File: src/rtl/dse_pkg.sv
`default_nettype none
// ============================================================================
// Module      : dse_pkg
// Description : Shared definitions for the DSE output path: record magic
//               numbers, magic field width and the scheduler state encoding.
// Revision    : 1.0 - initial release
// ============================================================================
package dse_pkg;

    localparam int MAGIC_W = 8;

    localparam logic [MAGIC_W-1:0] MAGIC_EMULATE = 8'd1;
    localparam logic [MAGIC_W-1:0] MAGIC_DEG     = 8'd2;
    localparam logic [MAGIC_W-1:0] MAGIC_DEGDONE = 8'd3;
    localparam logic [MAGIC_W-1:0] MAGIC_FINISH  = 8'd4;

    typedef enum logic [0:0] {
        IDLE = 1'b0,
        SEND = 1'b1
    } state_t;

endpackage
`default_nettype wire

File: src/rtl/dse_rec_fifo.sv
`default_nettype none
// ============================================================================
// Module      : dse_rec_fifo
// Description : Circular record buffer with extended pointers for full/empty
//               disambiguation. Flush discards every queued record and wins
//               over a coincident push. Admission decisions live in the parent.
// Revision    : 1.0 - initial release
// ============================================================================
module dse_rec_fifo #(
    parameter int REC_W = 264,
    parameter int DEPTH = 8
) (
    input  logic                     clock,
    input  logic                     reset,
    input  logic                     push,
    input  logic [REC_W-1:0]         push_data,
    input  logic                     pop,
    input  logic                     flush,
    output logic [$clog2(DEPTH):0]   count,
    output logic [REC_W-1:0]         head
);

    localparam int AW = $clog2(DEPTH);

    logic [AW:0]        r_wr_ptr;
    logic [AW:0]        r_rd_ptr;
    logic [REC_W-1:0]   r_mem [DEPTH];

    // Pointer update; flush collapses the read pointer onto the write pointer
    always_ff @(posedge clock or posedge reset) begin
        if (reset) begin
            r_wr_ptr <= '0;
            r_rd_ptr <= '0;
        end else if (flush) begin
            r_rd_ptr <= r_wr_ptr;
        end else begin
            if (push) r_wr_ptr <= r_wr_ptr + 1'b1;
            if (pop)  r_rd_ptr <= r_rd_ptr + 1'b1;
        end
    end

    // Record storage; contents need no reset since pointers gate visibility
    always_ff @(posedge clock) begin
        if (push && !flush) r_mem[r_wr_ptr[AW-1:0]] <= push_data;
    end

    assign count = r_wr_ptr - r_rd_ptr;
    assign head  = r_mem[r_rd_ptr[AW-1:0]];

endmodule
`default_nettype wire

File: src/rtl/dse_out_scheduler.sv
`default_nettype none
// ============================================================================
// Module      : dse_out_scheduler
// Description : Buffers tagged DSE records and serializes each into BEAT_W
//               beats (LSB first) on a valid/ready stream. The last FIFO slot
//               is held back for the finish record; refused records are
//               counted in a saturating drop counter with a sticky flag.
// Revision    : 1.0 - initial release
// ============================================================================
module dse_out_scheduler #(
    parameter int REC_W   = 264,
    parameter int MAGIC_W = 8,
    parameter int BEAT_W  = 64,
    parameter int DEPTH   = 8
) (
    input  logic                clock,
    input  logic                reset,
    input  logic                in_enable,
    input  logic [REC_W-1:0]    in_data,
    input  logic                flush,
    output logic                out_valid,
    input  logic                out_ready,
    output logic [BEAT_W-1:0]   out_data,
    output logic                out_last,
    output logic                drained,
    output logic [31:0]         drop_cnt,
    output logic                overflow
);

    import dse_pkg::*;

    localparam int NBEATS  = (REC_W + BEAT_W - 1) / BEAT_W;
    localparam int SHIFT_W = NBEATS * BEAT_W;
    localparam int IDX_W   = (NBEATS > 1) ? $clog2(NBEATS) : 1;
    localparam int CNT_W   = $clog2(DEPTH) + 1;

    localparam logic [IDX_W-1:0] c_last_idx = IDX_W'(NBEATS - 1);
    localparam logic [CNT_W-1:0] c_depth    = CNT_W'(DEPTH);
    localparam logic [CNT_W-1:0] c_reserve  = CNT_W'(DEPTH - 1);

    state_t               r_state;
    state_t               w_state_nxt;
    logic [IDX_W-1:0]     r_idx;
    logic [SHIFT_W-1:0]   r_shift;
    logic [SHIFT_W-1:0]   w_head_ext;
    logic [CNT_W-1:0]     w_count;
    logic [CNT_W-1:0]     w_count_nxt;
    logic [REC_W-1:0]     w_head;
    logic [MAGIC_W-1:0]   w_magic;
    logic                 w_empty;
    logic                 w_admit;
    logic                 w_push;
    logic                 w_drop;
    logic                 w_pop;
    logic                 w_advance;
    logic                 r_drained;
    logic [31:0]          r_drop_cnt;
    logic                 r_overflow;

    dse_rec_fifo #(
        .REC_W (REC_W),
        .DEPTH (DEPTH)
    ) u_fifo (
        .clock     (clock),
        .reset     (reset),
        .push      (w_push),
        .push_data (in_data),
        .pop       (w_pop),
        .flush     (flush),
        .count     (w_count),
        .head      (w_head)
    );

    // Admission against the start-of-cycle count; regular records may not
    // take the final slot, which stays free for the finish record
    assign w_magic = in_data[REC_W-1 -: MAGIC_W];
    assign w_empty = (w_count == '0);
    assign w_admit = (w_magic == MAGIC_W'(MAGIC_FINISH)) ? (w_count < c_depth)
                                                         : (w_count < c_reserve);
    assign w_push  = in_enable && !flush && w_admit;
    assign w_drop  = in_enable && !flush && !w_admit;

    assign w_count_nxt = flush ? '0 : (w_count + CNT_W'(w_push) - CNT_W'(w_pop));

    // Zero-extend the head record so the final beat carries zeros above REC_W
    always_comb begin
        w_head_ext              = '0;
        w_head_ext[REC_W-1:0]   = w_head;
    end

    // Serializer next-state, pop and beat-advance decisions
    always_comb begin
        w_state_nxt = r_state;
        w_pop       = 1'b0;
        w_advance   = 1'b0;
        case (r_state)
            IDLE: begin
                if (!w_empty) begin
                    w_pop       = 1'b1;
                    w_state_nxt = SEND;
                end
            end
            SEND: begin
                if (out_ready) begin
                    if (r_idx != c_last_idx) begin
                        w_advance = 1'b1;
                    end else if (!w_empty) begin
                        w_pop = 1'b1;
                    end else begin
                        w_state_nxt = IDLE;
                    end
                end
            end
            default: w_state_nxt = IDLE;
        endcase
    end

    // State register
    always_ff @(posedge clock or posedge reset) begin
        if (reset) r_state <= IDLE;
        else       r_state <= w_state_nxt;
    end

    // Shift register and beat index; cleared on return to idle
    always_ff @(posedge clock or posedge reset) begin
        if (reset) begin
            r_shift <= '0;
            r_idx   <= '0;
        end else if (w_pop) begin
            r_shift <= w_head_ext;
            r_idx   <= '0;
        end else if (w_advance) begin
            r_shift <= r_shift >> BEAT_W;
            r_idx   <= r_idx + IDX_W'(1);
        end else if ((r_state == SEND) && (w_state_nxt == IDLE)) begin
            r_shift <= '0;
            r_idx   <= '0;
        end
    end

    // Drained flag registered from next-cycle state and occupancy
    always_ff @(posedge clock or posedge reset) begin
        if (reset) r_drained <= 1'b1;
        else       r_drained <= (w_state_nxt == IDLE) && (w_count_nxt == '0);
    end

    // Saturating drop counter and sticky overflow flag
    always_ff @(posedge clock or posedge reset) begin
        if (reset) begin
            r_drop_cnt <= '0;
            r_overflow <= 1'b0;
        end else if (w_drop) begin
            r_overflow <= 1'b1;
            if (r_drop_cnt != '1) r_drop_cnt <= r_drop_cnt + 32'd1;
        end
    end

    assign out_valid = (r_state == SEND);
    assign out_last  = (r_state == SEND) && (r_idx == c_last_idx);
    assign out_data  = r_shift[BEAT_W-1:0];
    assign drained   = r_drained;
    assign drop_cnt  = r_drop_cnt;
    assign overflow  = r_overflow;

endmodule
`default_nettype wire

File: config.mk
export PLATFORM = sky130hd
export DESIGN_NAME = dse_out_scheduler
export DESIGN_NICKNAME = d
export VERILOG_FILES = /design/src/rtl/dse_pkg.sv /design/src/rtl/dse_rec_fifo.sv /design/src/rtl/dse_out_scheduler.sv
export SDC_FILE = /design/constraint.sdc
export NUM_CORES = 2
export LEC_CHECK = 0
export CAP_MARGIN = 20
export CORE_UTILIZATION = 44
export DETAILED_ROUTE_END_ITERATION = 12
export PLACE_DENSITY = 0.58
export SYNTH_ARGS = -nofsm -noshare
export SYNTH_HDL_FRONTEND = slang
export SYNTH_SLANG_ARGS = --single-unit
export TNS_END_PERCENT = 1
File: constraint.sdc
create_clock -name clock -period 29.3 [get_ports clock]
set_input_delay 5.86 -clock clock [delete_from_list [all_inputs] [get_ports clock]]
set_output_delay 5.86 -clock clock [all_outputs]
set_load 0.02 [all_outputs]
# Word-level counts from Yosys, hierarchy flattened
# Memories as Yosys holds them, arrays and structs flattened.
# Index checks and enable logic that the tools add are counted.
[totals]
ff_bits = 366
in_bits = 269
out_inout_bits = 100
n_memories = 1
ramBits = 2112
word_cells = 62
[op_classes]
magnitude_cmp = 2
n_mux = 22
n_reduce_logical = 15
n_addsub = 7
eq_ne = 4
bitwise = 3
[memory_table]
columns = ["memory", "depth", "word_bits", "read_ports", "rd_clocked_by_memory_dff", "write_ports", "line", "source"]
rows = [
  ["u_fifo.r_mem", 8, 264, 1, 0, 1, "dse_rec_fifo.sv:27", "logic [REC_W-1:0] r_mem [DEPTH];"],
]
[ops]
columns = ["cell", "count"]
rows = [
  ["$mux W320", 3],
  ["$add A32 B1 Y32 const B", 1],
  ["$ne A32 B32 Y1 const B", 1],
  ["$mux W4", 3],
  ["$mux W1", 11],
  ["$mux W3", 3],
  ["$add A4 B1 Y4 const B", 2],
  ["$eq A8 B3 Y1 const B", 1],
  ["$logic_not A4 Y1", 2],
  ["$logic_and A1 B1 Y1", 7],
  ["$add A4 B1 Y4", 1],
  ["$lt A4 B3 Y1 const B", 1],
  ["$lt A4 B4 Y1 const B", 1],
  ["$pmux W1 S2", 2],
  ["$reduce_and A2 Y1", 2],
  ["$sub A4 B1 Y4", 1],
  ["$sub A4 B4 Y4", 1],
  ["$add A3 B1 Y3 const B", 1],
  ["$eq A3 B3 Y1 const B", 1],
  ["$ne A3 B3 Y1 const B", 1],
  ["$not A1 Y1", 3],
  ["$reduce_bool A3 Y1", 1],
  ["$logic_not A1 Y1", 2],
  ["$reduce_bool A2 Y1", 1],
]

# Logic depth before layout (Yosys ltp)
[logic_depth]
ltp_word = 11
depth_mapped = 22
mapped_depth_nobuf = 20

# Cells and area by module
# A second synthesis with hierarchy kept.
[unflattened]
cells_unflattened = 4750
hier_area_um2 = 92817.8
[modules_own_cells]
columns = ["module", "seq_area_each_um2", "cells_each", "area_each_um2", "n_inst"]
rows = [
  ["dse_rec_fifo", 63621.0, 3667, 79988.0, 1],
  ["dse_out_scheduler", 7558.5, 1083, 12829.8, 1],
]

# Worst setup path before layout
# OpenSTA, ideal clock, no wires.
[synth_timing]
path_kind = "input-to-reg"
startpoint = "input in_data[257]"
endpoint = "memory u_fifo.r_mem[5][0] (enable)"
required_ns = 28.034
path_slack_ns = 2.034
n_path_buf = 0
cell_stages = 5
setup_ns = 1.266
arrival_time_ns = 25.999
cell_sequence = "nor4b_1 > a211oi_2 > nor4b_4 > nand2_1 > nor3b_1"
[synth_via]
elab_chain_len = 6
[synth_lines]
columns = ["element", "line", "source"]
rows = [
  ["start, declared", "dse_out_scheduler.sv:19", "input logic [REC_W-1:0] in_data,"],
  ["$eq A8 B3 Y1", "dse_out_scheduler.sv:78", "assign w_admit = (w_magic == MAGIC_W'(MAGIC_FINISH)) ? (w_count < c_depth)"],
  ["$mux W1", "dse_out_scheduler.sv:78", ""],
  ["$logic_and A1 B1 Y1", "dse_out_scheduler.sv:80", "assign w_push = in_enable && !flush && w_admit;"],
  ["$logic_and A1 B1 Y1", "dse_rec_fifo.sv:44", "if (push && !flush) r_mem[r_wr_ptr[AW-1:0]] <= push_data;"],
  ["$mux W1", "dse_rec_fifo.sv:44", ""],
  ["$mux W1 (not written as such)", "dse_rec_fifo.sv:44", ""],
  ["end, declared", "dse_rec_fifo.sv:27", ""],
]
# Every way passes these cells.

# Worst setup path in the final report
[layout_timing]
startpoint = "input in_data[261]"
endpoint = "memory u_fifo.r_mem[6][14] (enable)"
# The elaborated chain is that of the path after synthesis.

==> impl_metrics.toml <==
[sta]
max-slew-margin-rel = 0.1181
rsz0062_at_grt = "false"
hold_ws_ns = 0.4816
hold_violations = 0
finalSetupViolCount = 0
fmax_ghz = 0.09579
layout_min_cycle_time_ns = 10.44
skew_ns = 0.05409
fin_crit_sh = 0.3563
tightest_slew_ns = 1.323
setup_tns_ns = 0
drv_slew = 0

[placed_design]
portBuffers = 368
hpwlAfterDp_um = 110700
routabilityCongestion = 0.7308
dp.cells = 7177

[clocking]
path_clk_slew_ns = 0.06
cts_tree = "built"
htree_levels = 4
worstSkewPairLatency_ns = 0.89
clkSinkCount = 2422
cts_resized = 0
holdBufCountCts = 0
post-cts-setup-buffers = 0
cts-root-buf = "clkbuf_16"
clock_path_buffers = 3
numCtsBuffers = 238

[synth]
syn-num-nets = 4535
ys_async_sr_fraction = 0.1280
synth-seq-cells = 2422
ys_warn_count = 0
syn_inst = 4250
avgSynthCellArea_sq_um = 21.57
ys_types = 47
synth-seq-area-share = 0.7766
syn_area_sq_um = 91650
synthTopCellsByArea = "edfxtp_1 (69%), mux4_2 (13%), dfrtp_1 (8.4%)"
synth_top_area_share = 0.6920
synth-edff-count = 2112
synth_ff_type = "edfxtp_1"
yosysTopAreaCell = "edfxtp_1"

[floorplan]
start_util = 0.4426
dieHeight_um = 458.4
row_count = 167
io-pin-count = 369
die-area_sq_um = 210100
coreArea_sq_um = 207100
die_w_um = 458.4

[routing]
ant_nets = 0
dr_wl_met3_um = 10320
wl_met1_um = 91510
routed-wl-met2_um = 103500
drtIter0Drc = 3398
routed_via_density = 5.637
avgRoutedWirePerCell_um = 27.59
firstDrtPassIters = 5
vias = 43119
top_layer = "met5"
drcViolationCount = 0
wl_um = 211000

[worst_setup_path]
reg2reg_depth = 14
crit_path_end_kind = "flop"
cp_num_cells = 9
startpoint = "in_data[261]"
worst_r2r_endpoint = "u_fifo.r_mem[6][14]"
cpMostUsedCell = "buf_4"
crit_buf_inv = 4
worst_path_max_delay_cell = "buf_4"
worstPathRequired_ns = 29.77
startpoint_type = "input port"
crit_chain = "clkdlybuf4s50_1 > nor4_1 > a211oi_2 > nor4b_4 > nand2_1 > nor2_4 > buf_4 > buf_4 > buf_4"
crit_family = "buffers and inverters"
cpPeakStageDelay_ns = 0.87
r2r-start = "u_fifo.r_rd_ptr[0]"
critPathMaxFanout = 56
crit_arrival_ns = 10.91
crit_type = "in2reg"
reg2reg_slack_ns = 22.72

[min_path]
min_from = "r_shift[248]"
hold_class = "reg2reg"
hold_end = "r_shift[248]"
worstHoldPathCells = 2

[finish]
syn2layout_area_growth_pct = 15.92
final_cells = 7649
fin_nets = 4914
mostFrequentLayoutCells = "edfxtp_1 (2,112), mux4_2 (528), clkdlybuf4s50_1 (368)"
drive_gt1_frac = 0.1991
final_common_cell = "edfxtp_1"

[pwr]
peakVddDrop_uv = 73.24
p_total_w = 0.009699
power_leakage_nw = 35.36
pwr_density_cell_nw_per_um2 = 91.30

[flow_run]
maxCapViolCount = 0

[global_routing]
antenna_found_initial = 56
grt_pass1_vias = 44988
grt_pass1_wl_um = 311400
gr-total-overflow = 0
grt_use_total = 0.2026
grt_max_degree = 173

[run_status]
status = "finished, final reports clean"
worst min-delay path: cells and delay by family, from the launching register on:
| kind | cells | cell delay [ns] |
|---|---|---|
| AOI/OAI and AO/OA | 1 | 0.06 |
| DFF | 1 | 0.34 |
| and+or+nand+nor | 1 | 0.05 |
registers in the layout (all words and copies together) (netlist names):
name / count
r_shift: 264
drop_cnt: 32
out_valid: 1
r_idx: 3
overflow: 1
u_fifo.r_rd_ptr: 4
u_fifo.r_mem: 2112
u_fifo.r_wr_ptr: 4
drained: 1
cells in the mapped netlist, types with 2 or more instances:
| library cell | n |
|---|---|
| nor3_1 | 12 |
| mux2_2 | 4 |
| buf_4 | 65 |
| mux2i_1 | 265 |
| xor2_1 | 14 |
| ha_1 | 14 |
| mux4_2 | 528 |
| nor3b_1 | 5 |
| buf_2 | 52 |
| buf_1 | 55 |
| a22oi_1 | 200 |
| clkbuf_1 | 123 |
| edfxtp_1 | 2112 |
| nand2_1 | 92 |
| xnor2_1 | 25 |
| nor3_2 | 2 |
| nor4_1 | 4 |
| a21oi_1 | 6 |
| o21ai_0 | 270 |
| and3_1 | 7 |
| nand3_1 | 14 |
| fa_1 | 2 |
| dfrtp_1 | 309 |
| and2b_1 | 2 |
| nor2_1 | 13 |
| nand4_1 | 12 |
| a21oi_2 | 2 |
| inv_1 | 19 |
| or2_2 | 3 |
| a21o_1 | 2 |
layout make-up:
type	instances	area, sq um
inverter	20	90.09
fill	16228	100800
timing repair buffer	434	4404
tap	2788	3488
antenna	20	50.05
clock buffer	337	6538
sequential	2422	71190
multi-input combinational	1513	19060
clock inverter	115	1424
cells by family (layout without fill, tap and decap cells):
group | after synthesis | in the layout | synth area share
xor gates and xnor gates | 39 | 39 | 0.003727
adders and majority gates | 16 | 16 | 0.002348
DFF | 2422 | 2422 | 0.7766
AOI/OAI and AO/OA | 484 | 484 | 0.03237
other | 0 | 20 | 0
buffers and inverters | 315 | 906 | 0.01627
muxes | 797 | 797 | 0.1592
and+or+nand+nor | 177 | 177 | 0.009501
worst max path at each step:
stage	endpoint	slack, ns
global route	u_fifo.r_mem[6][12]	18.63
finish	u_fifo.r_mem[6][14]	18.86
floorplan	u_fifo.r_mem[5][0]	2.03
global placement	u_fifo.r_mem[6][13]	18.06
detailed placement	u_fifo.r_mem[6][13]	17.97
CTS	u_fifo.r_mem[6][14]	18.90
per-stage QoR:
stage | area [sq um] | utilization | setup slack (ns)
after global placement | 98230 | 0.4744 | 18.06
after global routing | 106200 | 0.5130 | 18.63
after floorplan | 91650 | - | 2.034
after detailed placement | 98230 | 0.4744 | 17.97
after CTS | 106200 | 0.5128 | 18.90
final | 106200 | 0.5131 | 18.86
where the power goes:
group / switching [W] / internal (W) / total, W
Combinational: 0.00121 / 0.00106 / 0.00226
Sequential: 0.000220 / 0.00415 / 0.00437
Clock: 0.00130 / 0.00177 / 0.00307
per-layer routing:
| layer | global-route usage | vias up |
|---|---|---|
| met5 | 0 | - |
| met4 | 0.06438 | 32 |
| met3 | 0.03643 | 337 |
| met2 | 0.3277 | 1096 |
| met1 | 0.2801 | 23308 |
| li1 | - | 18346 |
Power figures use the tool's default switching activity.
